[config.mk]
export PLATFORM = sky130hd
export DESIGN_NAME = multicycle_ctrl_fsm
export DESIGN_NICKNAME = d
export VERILOG_FILES = /design/src/rtl/multicycle_ctrl_fsm.sv
export SDC_FILE = /design/constraint.sdc
export NUM_CORES = 1
export LEC_CHECK = 0
export CORE_MARGIN = 5
export CORE_UTILIZATION = 49
export CTS_CLUSTER_DIAMETER = 100
export DETAILED_ROUTE_END_ITERATION = 7
export GPL_ROUTABILITY_DRIVEN = 0
export PLACE_DENSITY = 0.86
export SLEW_MARGIN = 20
export SYNTH_ARGS = -nofsm -noshare
export SYNTH_HDL_FRONTEND = slang
export SYNTH_SLANG_ARGS = --single-unit
export TNS_END_PERCENT = 1
[constraint.sdc]
create_clock -name clk -period 4.2 [get_ports clk]
set_input_delay 0.63 -clock clk [delete_from_list [all_inputs] [get_ports clk]]
set_output_delay 0.63 -clock clk [all_outputs]
set_load 0.03 [all_outputs]
[src/rtl/multicycle_ctrl_fsm.sv]
// Main control FSM of the multicycle MIPS core: fetch, decode, execute,
// memory and write-back sequencing with a timed memory handshake.
module multicycle_ctrl_fsm #(
    parameter int MEM_TIMEOUT = 15,
    parameter int TO_W        = 8
) (
    input  logic       clk,
    input  logic       rst_n,
    input  logic [5:0] opcode,
    input  logic [5:0] funct,
    input  logic       zero,
    input  logic       mem_ready,
    output logic       ir_wr,
    output logic       pc_wr,
    output logic [1:0] pc_src,
    output logic       alu_src_a,
    output logic [1:0] alu_src_b,
    output logic [1:0] alu_op,
    output logic       reg_dst,
    output logic       mem_to_reg,
    output logic       reg_wr,
    output logic       mem_req,
    output logic       mem_we,
    output logic       illegal_op,
    output logic       mem_err
);

    localparam logic [3:0] S_IDLE     = 4'd0;
    localparam logic [3:0] S_FETCH    = 4'd1;
    localparam logic [3:0] S_DECODE   = 4'd2;
    localparam logic [3:0] S_EXEC_R   = 4'd3;
    localparam logic [3:0] S_WB_R     = 4'd4;
    localparam logic [3:0] S_EXEC_I   = 4'd5;
    localparam logic [3:0] S_WB_I     = 4'd6;
    localparam logic [3:0] S_MEM_ADDR = 4'd7;
    localparam logic [3:0] S_MEM_RD   = 4'd8;
    localparam logic [3:0] S_WB_MEM   = 4'd9;
    localparam logic [3:0] S_MEM_WR   = 4'd10;
    localparam logic [3:0] S_BRANCH   = 4'd11;
    localparam logic [3:0] S_JUMP     = 4'd12;
    localparam logic [3:0] S_JR       = 4'd13;
    localparam logic [3:0] S_ILLEGAL  = 4'd14;

    localparam logic [5:0] OP_RTYPE = 6'h00;
    localparam logic [5:0] OP_J     = 6'h02;
    localparam logic [5:0] OP_BEQ   = 6'h04;
    localparam logic [5:0] OP_ADDI  = 6'h08;
    localparam logic [5:0] OP_LW    = 6'h23;
    localparam logic [5:0] OP_SW    = 6'h2B;
    localparam logic [5:0] FN_JR    = 6'h08;

    localparam logic [TO_W-1:0] WD_MAX = TO_W'(MEM_TIMEOUT);

    logic [3:0]      state;
    logic [3:0]      state_nxt;
    logic [TO_W-1:0] wd;
    logic [TO_W-1:0] wd_nxt;
    logic            in_mem;
    logic            timeout;
    logic            nxt_is_mem;
    logic            is_jr;
    logic            is_r;
    logic            is_i;
    logic            is_mem;
    logic            is_beq;
    logic            is_j;

    assign in_mem = (state == S_FETCH) || (state == S_MEM_RD) ||
                    (state == S_MEM_WR);
    // A ready arriving on the limit cycle still completes normally.
    assign timeout = in_mem && (wd == WD_MAX) && !mem_ready;

    assign is_jr  = (opcode == OP_RTYPE) && (funct == FN_JR);
    assign is_r   = (opcode == OP_RTYPE) && (funct != FN_JR);
    assign is_i   = (opcode == OP_ADDI);
    assign is_mem = (opcode == OP_LW) || (opcode == OP_SW);
    assign is_beq = (opcode == OP_BEQ);
    assign is_j   = (opcode == OP_J);

    always_comb begin
        state_nxt = state;
        case (state)
            S_IDLE: state_nxt = S_FETCH;
            S_FETCH: begin
                if (mem_ready)    state_nxt = S_DECODE;
                else if (timeout) state_nxt = S_IDLE;
            end
            S_DECODE: begin
                unique case (1'b1)
                    is_jr:   state_nxt = S_JR;
                    is_r:    state_nxt = S_EXEC_R;
                    is_i:    state_nxt = S_EXEC_I;
                    is_mem:  state_nxt = S_MEM_ADDR;
                    is_beq:  state_nxt = S_BRANCH;
                    is_j:    state_nxt = S_JUMP;
                    default: state_nxt = S_ILLEGAL;
                endcase
            end
            S_EXEC_R: state_nxt = S_WB_R;
            S_EXEC_I: state_nxt = S_WB_I;
            S_MEM_ADDR: begin
                if (opcode == OP_LW) state_nxt = S_MEM_RD;
                else                 state_nxt = S_MEM_WR;
            end
            S_MEM_RD: begin
                if (mem_ready)    state_nxt = S_WB_MEM;
                else if (timeout) state_nxt = S_IDLE;
            end
            S_MEM_WR: begin
                if (mem_ready)    state_nxt = S_FETCH;
                else if (timeout) state_nxt = S_IDLE;
            end
            S_WB_R, S_WB_I, S_WB_MEM, S_BRANCH,
            S_JUMP, S_JR, S_ILLEGAL: state_nxt = S_FETCH;
            default: state_nxt = S_IDLE;
        endcase
    end

    assign nxt_is_mem = (state_nxt == S_FETCH) || (state_nxt == S_MEM_RD) ||
                        (state_nxt == S_MEM_WR);

    always_comb begin
        wd_nxt = wd;
        if (nxt_is_mem && (state_nxt != state))
            wd_nxt = '0;
        else if (mem_req && !mem_ready && (wd != WD_MAX))
            wd_nxt = wd + TO_W'(1);
    end

    always_ff @(posedge clk or negedge rst_n) begin
        if (!rst_n) begin
            state <= S_IDLE;
            wd    <= '0;
        end else begin
            state <= state_nxt;
            wd    <= wd_nxt;
        end
    end

    always_comb begin
        ir_wr      = 1'b0;
        pc_wr      = 1'b0;
        pc_src     = 2'd0;
        alu_src_a  = 1'b0;
        alu_src_b  = 2'd0;
        alu_op     = 2'd0;
        reg_dst    = 1'b0;
        mem_to_reg = 1'b0;
        reg_wr     = 1'b0;
        mem_req    = 1'b0;
        mem_we     = 1'b0;
        illegal_op = 1'b0;
        mem_err    = timeout;
        case (state)
            S_FETCH: begin
                mem_req   = 1'b1;
                alu_src_b = 2'd1;
                ir_wr     = mem_ready;
                pc_wr     = mem_ready;
            end
            S_DECODE: alu_src_b = 2'd3;
            S_EXEC_R: begin
                alu_src_a = 1'b1;
                alu_op    = 2'd2;
            end
            S_WB_R: begin
                reg_wr  = 1'b1;
                reg_dst = 1'b1;
            end
            S_EXEC_I, S_MEM_ADDR: begin
                alu_src_a = 1'b1;
                alu_src_b = 2'd2;
            end
            S_WB_I: reg_wr = 1'b1;
            S_MEM_RD: mem_req = 1'b1;
            S_WB_MEM: begin
                reg_wr     = 1'b1;
                mem_to_reg = 1'b1;
            end
            S_MEM_WR: begin
                mem_req = 1'b1;
                mem_we  = 1'b1;
            end
            S_BRANCH: begin
                alu_src_a = 1'b1;
                alu_op    = 2'd1;
                pc_src    = 2'd1;
                pc_wr     = zero;
            end
            S_JUMP: begin
                pc_wr  = 1'b1;
                pc_src = 2'd2;
            end
            S_JR: begin
                pc_wr  = 1'b1;
                pc_src = 2'd3;
            end
            S_ILLEGAL: illegal_op = 1'b1;
            default: ;
        endcase
    end

endmodule

## Word level (Yosys, flattened, before mapping)

Cells that the tools add are included.

- $add $sub $neg: 1
- Reduce and logical (&&, ||, !) cells: 22
- Multiplexer cells: 21
- Equality and inequality tests: 27

Operator list:

| cell | count |
|---|---|
| $eq 4x4->1 const B | 9 |
| $pmux 4 s8 | 1 |
| $pmux 4 s6 | 1 |
| $eq 4x3->1 const B | 4 |
| $mux 4 | 4 |
| $mux 8 | 2 |
| $eq 6x4->1 const B | 2 |
| $eq 6x6->1 const B | 2 |
| $pmux 2 s3 | 2 |
| $add 8x1->8 const B | 1 |
| $eq 4x1->1 const B | 2 |
| $eq 4x2->1 const B | 2 |
| $eq 8x4->1 const B | 1 |
| $mux 1 | 8 |
| $ne 8x4->1 const B | 1 |
| $reduce_or 8->1 | 1 |
| $logic_and 1x1->1 | 7 |
| $eq 6x2->1 const B | 1 |
| $eq 6x3->1 const B | 1 |
| $logic_not 6->1 | 1 |
| $ne 6x4->1 const B | 1 |
| $reduce_or 3->1 | 2 |
| $logic_or 1x1->1 | 5 |
| $logic_not 4->1 | 1 |
| 8 further kinds | 9 |

- Logic and storage cells: 73
- Input bits: 16
- Output and inout port bits: 16
- Bits in registers: 12

## Depth between registers and ports, before layout

Gate-level depths: netlist of the first run.

- Word-level depth: 13
- Depth in mapped cells: 8
- Depth with buffers taken out: 7

## Least setup slack after synthesis of the first run

OpenSTA, ideal clock, no wires.

- Kind: flip-flop to output port
- Start point: register state[2]
- End point: output port pc_wr
- Slack: 1.752 ns
- Buffers on the path: 1
- Data arrival time: 1.818 ns
- Data required time: 3.570 ns
- Cell stages (with the launch flop): 5
- Cell sequence: dfrtp_1 buf_6 or4b_4 nor2_1 a211o_1

- Longest elaborated chain between the ends: 3
- Elaborated cells between the ends (all ways): 6
- Classes of those cells: eq/ne: 4; mux: 1; reduce/logical: 1

Ends and longest elaborated chain:

| what | RTL line | source |
|---|---|---|
| start: declaration | 54 | `logic [3:0] state;` |
| start signal: assignment | 135 | `state <= state_nxt;` |
| $eq 4x4->1 | 154 | `case (state)` |
| $reduce_or 2->1 (no source line) | -- |  |
| $pmux 1 s3 (*) | 154 |  |
| end: declaration | 14 | `output logic pc_wr,` |

Every way passes the cells marked *; elsewhere a longest branch is shown, timed or not.

## Worst setup path after layout of the first run

- Start point: register state[3]
- End point: output port mem_err

- Longest elaborated chain between the ends: 5
- Elaborated cells between the ends (all ways): 7
- Classes of those cells: eq/ne: 3; reduce/logical: 4

Ends and longest elaborated chain:

| what | RTL line | source |
|---|---|---|
| $eq 4x1->1 or $eq 4x4->1 (tied branches) | 68 | `assign in_mem = (state == S_FETCH) \|\| (state == S_MEM_RD) \|\|` |
| $logic_or 1x1->1 | 68 |  |
| $logic_or 1x1->1 (*) | 68 |  |
| $logic_and 1x1->1 (*) (2 in a row) | 71 | `assign timeout = in_mem && (wd == WD_MAX) && !mem_ready;` |
| end: declaration | 25 | `output logic mem_err` |

Marked as above.

==> results of run 1 <==
report_power, final:
part | switching [uW] | internal, uW | total (uW)
clock network | 36.1 | 33.2 | 69.2
logic | 320 | 236 | 556
registers | 80.3 | 144 | 224
per-stage QoR:
step                      cell area, um2  hold WS (ns)  std cells  power (uW)
final                               1348        0.5501        182       849.0
after global routing                1348        0.5884        182       916.6
after CTS                           1348        0.5533        182       851.0
after detailed placement            1325        0.5408        179       781.5
after global placement              1325        0.5190        179       761.2
after floorplan                     1010        0.3344        126       603.5
routing by layer:
layer / global-route usage [%] / share of wire (%) / up-vias / wire [um]
li1: - / - / 521 / -
met1: 21.76 / 41 / 507 / 1047
met2: 30.24 / 52 / 31 / 1340
met3: 4.895 / 6.0 / 5 / 154
met4: 5.903 / 1.4 / 0 / 35
met5: 0 / 0 / - / 0
worst max-delay path: cells and delay by family (launching register included):
family | cells | cell delay [ns]
AND/OR/NAND/NOR | 1 | 0.51
AO/OA/AOI/OAI | 1 | 0.43
flip-flops | 1 | 0.65
buffers and inverters | 1 | 0.73
registers in the layout (all words and copies together) (netlist names):
name   flops
wd         8
state      4
path summary, 6_finish.rpt:
check / startpoint / to / slack, ns / cells after the start
min in group asynchronous: rst_n / wd[3] / 0.71 / 1
max reg2reg: state[2] / wd[2] / 1.70 / 6
min: wd[1] / wd[1] / 0.55 / 2
min reg2reg: wd[1] / wd[1] / 0.55 / 2
max in group asynchronous: rst_n / state[2] / 3.14 / 1
max: state[3] / mem_err / 0.97 / 3
area by class of cell:
type                    count  area [um2]  share of cell area [%]
multi-input cells         105       665.6                   49.40
clock buffers               3       22.52                   1.671
flip-flops and latches     12       300.3                   22.28
inverters                   4       15.01                   1.114
well taps                  27       33.78                   2.507
repair buffers             31       310.3                   23.03
cells by family (layout without fill, tap and decap cells):
| group | Yosys count | in the layout |
|---|---|---|
| compound gates | 30 | 30 |
| buf+inv | 9 | 38 |
| fa+ha+maj | 1 | 1 |
| flops | 12 | 12 |
| xor+xnor | 7 | 7 |
| simple gates | 67 | 67 |
cells in the final DEF (no fill, tap or decap), drive strengths merged, types with 2 or more instances in the layout:
cell	synthesis	routed
or4b	2	2
o21ai	3	3
nand2	18	18
clkbuf	2	3
xor2	6	6
a211o	2	2
and3	3	3
a21o	2	2
inv	4	4
nor2	20	20
or2	2	2
nand3	4	4
a2111oi	2	2
dfrtp	12	12
nor4bb	2	2
o31ai	2	2
nand4	3	3
a2bb2oi	3	3
clkdlybuf4s50	0	31
or4	3	3
a21oi	5	5
a211oi	4	4
nand2b	2	2
nor3	4	4
o211ai	2	2
==> run metrics, run 1 <==
clk sinks=12; average size of a mapped cell=8.014 um2; yosys warns=0; initial antenna violation count=0; sequential share of the synthesized area=29.74%; final setup margin=0.9747 ns; TritonCTS buffer count=3; gr usage total=17.89%; layout cells sized above 1=7.097%; final total negative setup slack=0 ns; slowest stage delay, CP=0.73 ns; pre-CTS WS=1.097 ns; via density per instance=5.846; total grt overflow=0; Netlist Area Pre-Place=1010 um2; Post-synth top cells=20 x nor2_1, 18 x nand2_1, 12 x dfrtp_1; fillers=166; Worst EP arrival=2.60 ns; Top FF cell, synth=dfrtp_1; Antenna Cells=0; Final Max Tran Viols=0; final wirelength=2.578 mm; Ports=32; first-pass GRT wire length=4.643 mm; H-tree depth=1; Initial DRC Count=29; CP Launch Type=register; clock slew at reported path FFs=0.07 ns; adder-cell share of the synthesized area=1.239%; # Post-CTS Setup Buffers=0; crit path max fanout=18; largest net degree at the start of global routing=19; CTS Hold Buffers Added=0; die extent in y=55.40 um; Compound-Gate Fraction of Synth Area=24.16%; clk root buf=clkbuf_4; DIE WIDTH=55.40 um; critical setup path kind=reg2out; Leakage=0.0005653 uW; number of distinct library cells after synthesis=39; Core Region=1962 um2; largest family of logic cells by synthesized area=simple AND/OR/NAND/NOR gates; maximum clock rate=0.3100 GHz; Critical Path RT=3.57 ns; First-pass DRT Iterations=4; Peak VDD IR=0.4508 mV; top cell type's share of synthesized area=29.74%; HPWL Detailed=2.033 mm; Area Growth Syn to Fin=33.46%; Synth area leaders=dfrtp_1 30%, nor2_1 7.4%, nand2_1 6.7%, xor2_1 5.2%, a211oi_1 3.0%; number of port buffers=31; CTS max path bufs=2; CP Capture Type=output port; post-CTS sizing=0; site row count=16; Hold Crit Class=reg2reg; Antenna Nets Post-Route=0; post-synthesis mux area share=0%; Power per Cell Area=630.0 nW/um2; syn_nets=143; area leader, netlist=dfrtp_1; die area=3069 um2; CTS tree=yes; Post-Synth Simple-Gate Area=34.45%; Worst Tran Pin Value=0.7349 ns; count leader, synth=nor2_1; fin crit period=3.225 ns; CP Cell Sequence=or3b_1 > a2111oi_4 > clkdlybuf4s50_1; Avg WL per Cell=14.16 um; vias in the first global route=1,061; post-synthesis xor/xnor area fraction=6.072%; Max-cap violations=0; worst clock skew=0.001460 ns; relative slew slack=49.74%; Crit-path slowest cell=clkdlybuf4s50_1; gate count of the mapped netlist=126; RSZ-0062 raised after global routing=false; final core occ=68.69%; Vias=1,064; final count of negative-setup-slack endpoints=0; run status=completed; Post-synth EDFFs=0; Residual DRC=0; worst skew pair latency=0.27 ns; NumNets Final=174; Final Hold Viols=0; async set-reset flop share out of synthesis=100.0%; FF+latch count, synth=12; Final Cycle Share=76.79%; Starting Density=51.47%
No activity file was read; power rests on OpenSTA's default activity.
==> run 2, diff against run 1 <==
- CORE_UTILIZATION: 49 -> 41
- PLACE_DENSITY: 0.86 -> 0.77
- clock period: 4.2 -> 2.78 ns (I/O delays scaled with it)
==> run 2 against run 1 <==
  * Core utilization shrank 11 points
  * Power grew 56%
  * Worst hold slack lost 0.059 ns
  * Register-to-register slack lost 1.2 ns
  * Cell area grew 3.1%
  * Via count grew 1.6%
  * Critical endpoint is now pc_wr
  * Highest routed layer unchanged
==> run metrics, run 2 (synthesis results as in run 1) <==
run status=completed; H-tree depth=1; First-pass DRT Iterations=4; # Post-CTS Setup Buffers=0; most common cell after layout, fill and taps aside=clkdlybuf4s50_1; Initial DRC Count=23; Largest Register=wd; Final Max Tran Viols=0; CTS Hold Buffers Added=0; crit path max fanout=4; site row count=18; Residual DRC=0; clk sinks=12; largest net degree at the start of global routing=15; Hold Crit Class=in2async; layout cells sized above 1=10.00%; max FFs per register=8; Final Hold Viols=0; clock slew at reported path FFs=0.07 ns; Worst EP arrival=2.18 ns; Avg WL per Cell=13.83 um; Antenna Nets Post-Route=0; Area Growth Syn to Fin=37.55%; Final Cycle Share=93.42%; HPWL Detailed=2.096 mm; die area=3555 um2; fin crit period=2.597 ns; placed cell count=187; worst skew pair latency=0.27 ns; Critical Path RT=2.36 ns; total grt overflow=0; Starting Density=41.90%; die extent in y=59.63 um; final wirelength=2.628 mm; DIE WIDTH=59.63 um; CTS max path bufs=2; initial antenna violation count=0; via density per instance=5.689; clk root buf=clkbuf_4; RSZ-0062 raised after global routing=false; worst clock skew=0.001471 ns; number of port buffers=31; Power per Cell Area=955.5 nW/um2; post-CTS sizing=1; final count of negative-setup-slack endpoints=0; CP Launch Type=register; largest registers=wd: 8 flops, state: 4 flops; NumNets Final=179; Finished Layout Cells=190; Max-cap violations=0; final hold slack=0.4914 ns; Ports=32; commonest non-fill, non-tap cells in the layout=30 x clkdlybuf4s50_1, 20 x nor2_1, 18 x nand2_1; critical setup path kind=reg2out; TritonCTS buffer count=3; reg2reg path depth=6; Core Region=2410 um2; Vias=1,081; maximum clock rate=0.3851 GHz; gr usage total=15.61%; first-pass GRT wire length=4.319 mm; Leakage=0.0005953 uW; CP Capture Type=output port; relative slew slack=61.42%; Antenna Cells=0; CTS tree=yes; Peak VDD IR=0.5624 mV; Worst Tran Pin Value=0.5772 ns; vias in the first global route=1,016
## run 2: metal layers
| metal | vias to the layer above | routed length [um] | global-route usage (%) |
|---|---|---|---|
| met5 | - | 0 | 0 |
| met4 | 0 | 38 | 6.646 |
| met3 | 5 | 329 | 3.050 |
| met2 | 45 | 1207 | 28.08 |
| met1 | 497 | 1053 | 17.73 |
| li1 | 534 | - | - |
## run 2: area by class of cell
| type | count | area, um2 |
|---|---|---|
| clock buffer | 3 | 22.52 |
| fill | 215 | 1021 |
| inverter | 4 | 15.01 |
| multi-input combinational | 105 | 666.9 |
| sequential | 12 | 300.3 |
| tap | 30 | 37.54 |
| timing repair buffer | 36 | 346.6 |
## run 2: critical path, stage by stage, from the launching register on
cell             delay, ns
dfrtp_1               0.41
or4b_4                0.57
nor2_1                0.16
a211o_1               0.12
clkdlybuf4s50_1       0.66
## run 2: path summary, 6_finish.rpt
kind | to | slack (ns) | start
setup / recovery | pc_wr | 0.18 | state[2]
hold / removal | wd[1] | 0.49 | rst_n
setup reg to reg | wd[5] | 0.46 | wd[4]
hold reg to reg | wd[6] | 0.55 | wd[6]
max in group asynchronous | state[0] | 1.94 | rst_n
min in group clk | wd[6] | 0.55 | wd[6]
## run 2: through the flow
step | cell area (um2) | total power, uW | utilization (%) | worst slack, ns | setup TNS (ns)
after floorplan | 1010 | 911.8 | - | 0.3496 | 0
after global placement | 1366 | 1204 | 56.70 | 0.03260 | 0
after detailed placement | 1366 | 1226 | 56.70 | -0.1360 | -0.8911
after CTS | 1388 | 1336 | 57.58 | 0.1415 | 0
after global routing | 1389 | 1433 | 57.63 | 0.06123 | 0
final | 1389 | 1327 | 57.63 | 0.1830 | 0
## run 2: power by group
part | leakage (uW) | switching, uW | internal [uW]
combinational | 0.000421 | 577 | 390
clock | 0.0000138 | 52.1 | 50.1
sequential | 0.000161 | 38.5 | 219
==> run 3, diff against run 2 <==
- CORE_MARGIN: 5 -> default
- CORE_UTILIZATION: 41 -> 46
- GPL_TIMING_DRIVEN: default -> 0
- PLACE_DENSITY: 0.77 -> 0.81
- clock period: 2.78 -> 2.8 ns (I/O delays scaled with it)
==> run 3 against run 2 <==
  * Sequential share of layout area about the same
  * Setup slack worse by 0.078 ns
  * Critical path depth up 1
  * Non-clock buffer count unchanged
  * Routed wire length down 1.9%
  * Critical path type unchanged
  * Cell count down 1.1%
  * Clock skew about the same
  * Sequential cell count unchanged
==> run metrics, run 3 (synthesis results as in run 1) <==
Residual DRC=0; RSZ-0062 raised after global routing=false; CP bufs+invs=2; CP Launch Type=register; pre-CTS WS=-0.05796 ns; via density per instance=5.787; die extent in y=48.85 um; Design Area, Final=1390 um2; clock slew at reported path FFs=0.07 ns; largest registers=wd: 8 flops, state: 4 flops; largest net degree at the start of global routing=13; CP Capture Type=output port; DIE WIDTH=48.85 um; H-tree depth=1; layout cells sized above 1=9.938%; final wirelength=2.577 mm; Max-cap violations=0; Vias=1,088; Initial DRC Count=24; Area Growth Syn to Fin=37.67%; NumNets Final=179; CTS tree=yes; die area=2386 um2; commonest non-fill, non-tap cells in the layout=30 x clkdlybuf4s50_1, 20 x nor2_1, 18 x nand2_1; Critical Path RT=2.38 ns; Worst Tran Pin Value=0.7648 ns; fillers=173; Power per Cell Area=968.8 nW/um2; Worst EP arrival=2.27 ns; Largest Register=wd; clk sinks=12; clk root buf=clkbuf_4; Leakage=0.0005989 uW; critical setup path kind=reg2out; fin crit period=2.695 ns; # Post-CTS Setup Buffers=0; maximum clock rate=0.3711 GHz; Hold Crit Class=in2async; CTS max path bufs=2; Starting Density=49.94%; final count of negative-setup-slack endpoints=0; crit path max fanout=8; Final Hold Viols=0; CP Cell Sequence=buf_6 > or4b_4 > nor2_1 > a211o_1 > clkdlybuf4s50_1; post-placement cell area=1354 um2; Peak VDD IR=0.6204 mV; Ports=32; run status=completed; First-pass DRT Iterations=4; final setup margin=0.1051 ns; site row count=16; Core Region=2022 um2; Avg WL per Cell=13.71 um; worst clock skew=0.001155 ns; most common cell after layout, fill and taps aside=clkdlybuf4s50_1; vias in the first global route=1,045; final hold slack=0.4911 ns; Final Cycle Share=96.25%; worst skew pair latency=0.27 ns; relative slew slack=47.70%; gr usage total=23.64%; initial antenna violation count=0; TritonCTS buffer count=3; max FFs per register=8; Antenna Nets Post-Route=0; first-pass GRT wire length=4.485 mm; slowest stage delay, CP=0.66 ns; total grt overflow=0; HPWL Detailed=1.969 mm; number of port buffers=31; Final Max Tran Viols=0; Antenna Cells=0; Crit-path slowest cell=clkdlybuf4s50_1; Top delay family on crit path=buffers and inverters
## run 3: cell types whose count changed in the layout (fill, tap and decap cells not counted), sizes merged
cell    change
buf         -2
clkbuf      +3
## run 3: path summary, 6_finish.rpt
kind                       slack [ns]        to  cells past startpoint     start
max                              0.11     pc_wr                      5  state[2]
min                              0.49     wd[3]                      1     rst_n
max reg2reg                      0.38     wd[4]                      7  state[2]
min reg2reg                      0.55     wd[7]                      2     wd[7]
max in group asynchronous        1.96  state[1]                      1     rst_n
min in group clk                 0.55     wd[7]                      2     wd[7]
## run 3: timing repair
item | 4_1_cts | 5_1_grt
hold buffers | 0 | 0
setup endpoints to repair | 1 | 1
gates resized for setup | 1 | 2
## run 3: layer usage
metal / vias to the layer above / part of all wire (%) / track usage (%)
met1: 513 / 46 / 30.77
li1: 528 / - / -
met5: - / 0 / 0
met4: 0 / 1.0 / 10.29
met2: 43 / 48 / 39.81
met3: 4 / 5.2 / 2.181
## run 3: area by class of cell
class / instances / area (um2) / area share (%)
Multi-Input combinational cell: 105 / 665.6 / 47.88
Inverter: 4 / 15.01 / 1.080
Sequential cell: 12 / 300.3 / 21.60
Timing Repair Buffer: 31 / 309.0 / 22.23
Clock buffer: 4 / 36.28 / 2.610
Tap cell: 27 / 33.78 / 2.430
Buffer: 5 / 30.03 / 2.160
## run 3: power breakdown
part	leakage (uW)	switching (uW)	internal, uW	total [uW]
sequential	0.000161	51.3	217	268
combinational	0.000417	563	378	941
clock	0.0000210	58.9	79.1	138
total	0.000599	673	674	1350
## run 3: per-stage QoR
stage | utilization, % | setup TNS [ns] | cells | total power, uW
after floorplan | - | 0 | 126 | 905.3
after global placement | 66.96 | -0.2059 | 184 | 1178
after detailed placement | 66.96 | -0.3717 | 184 | 1202
after CTS | 68.69 | 0 | 188 | 1343
after global routing | 68.75 | 0 | 188 | 1436
final | 68.75 | 0 | 188 | 1347
## run 3: worst register-to-register path, cell delays in order, from the launching register on
cell and delay (ns):
dfrtp_1 0.38, buf_6 0.13, or4b_4 0.56, a2111oi_4 0.41
a2bb2oi_1 0.29, nand4_1 0.15, o22ai_2 0.28, nor2_1 0.10
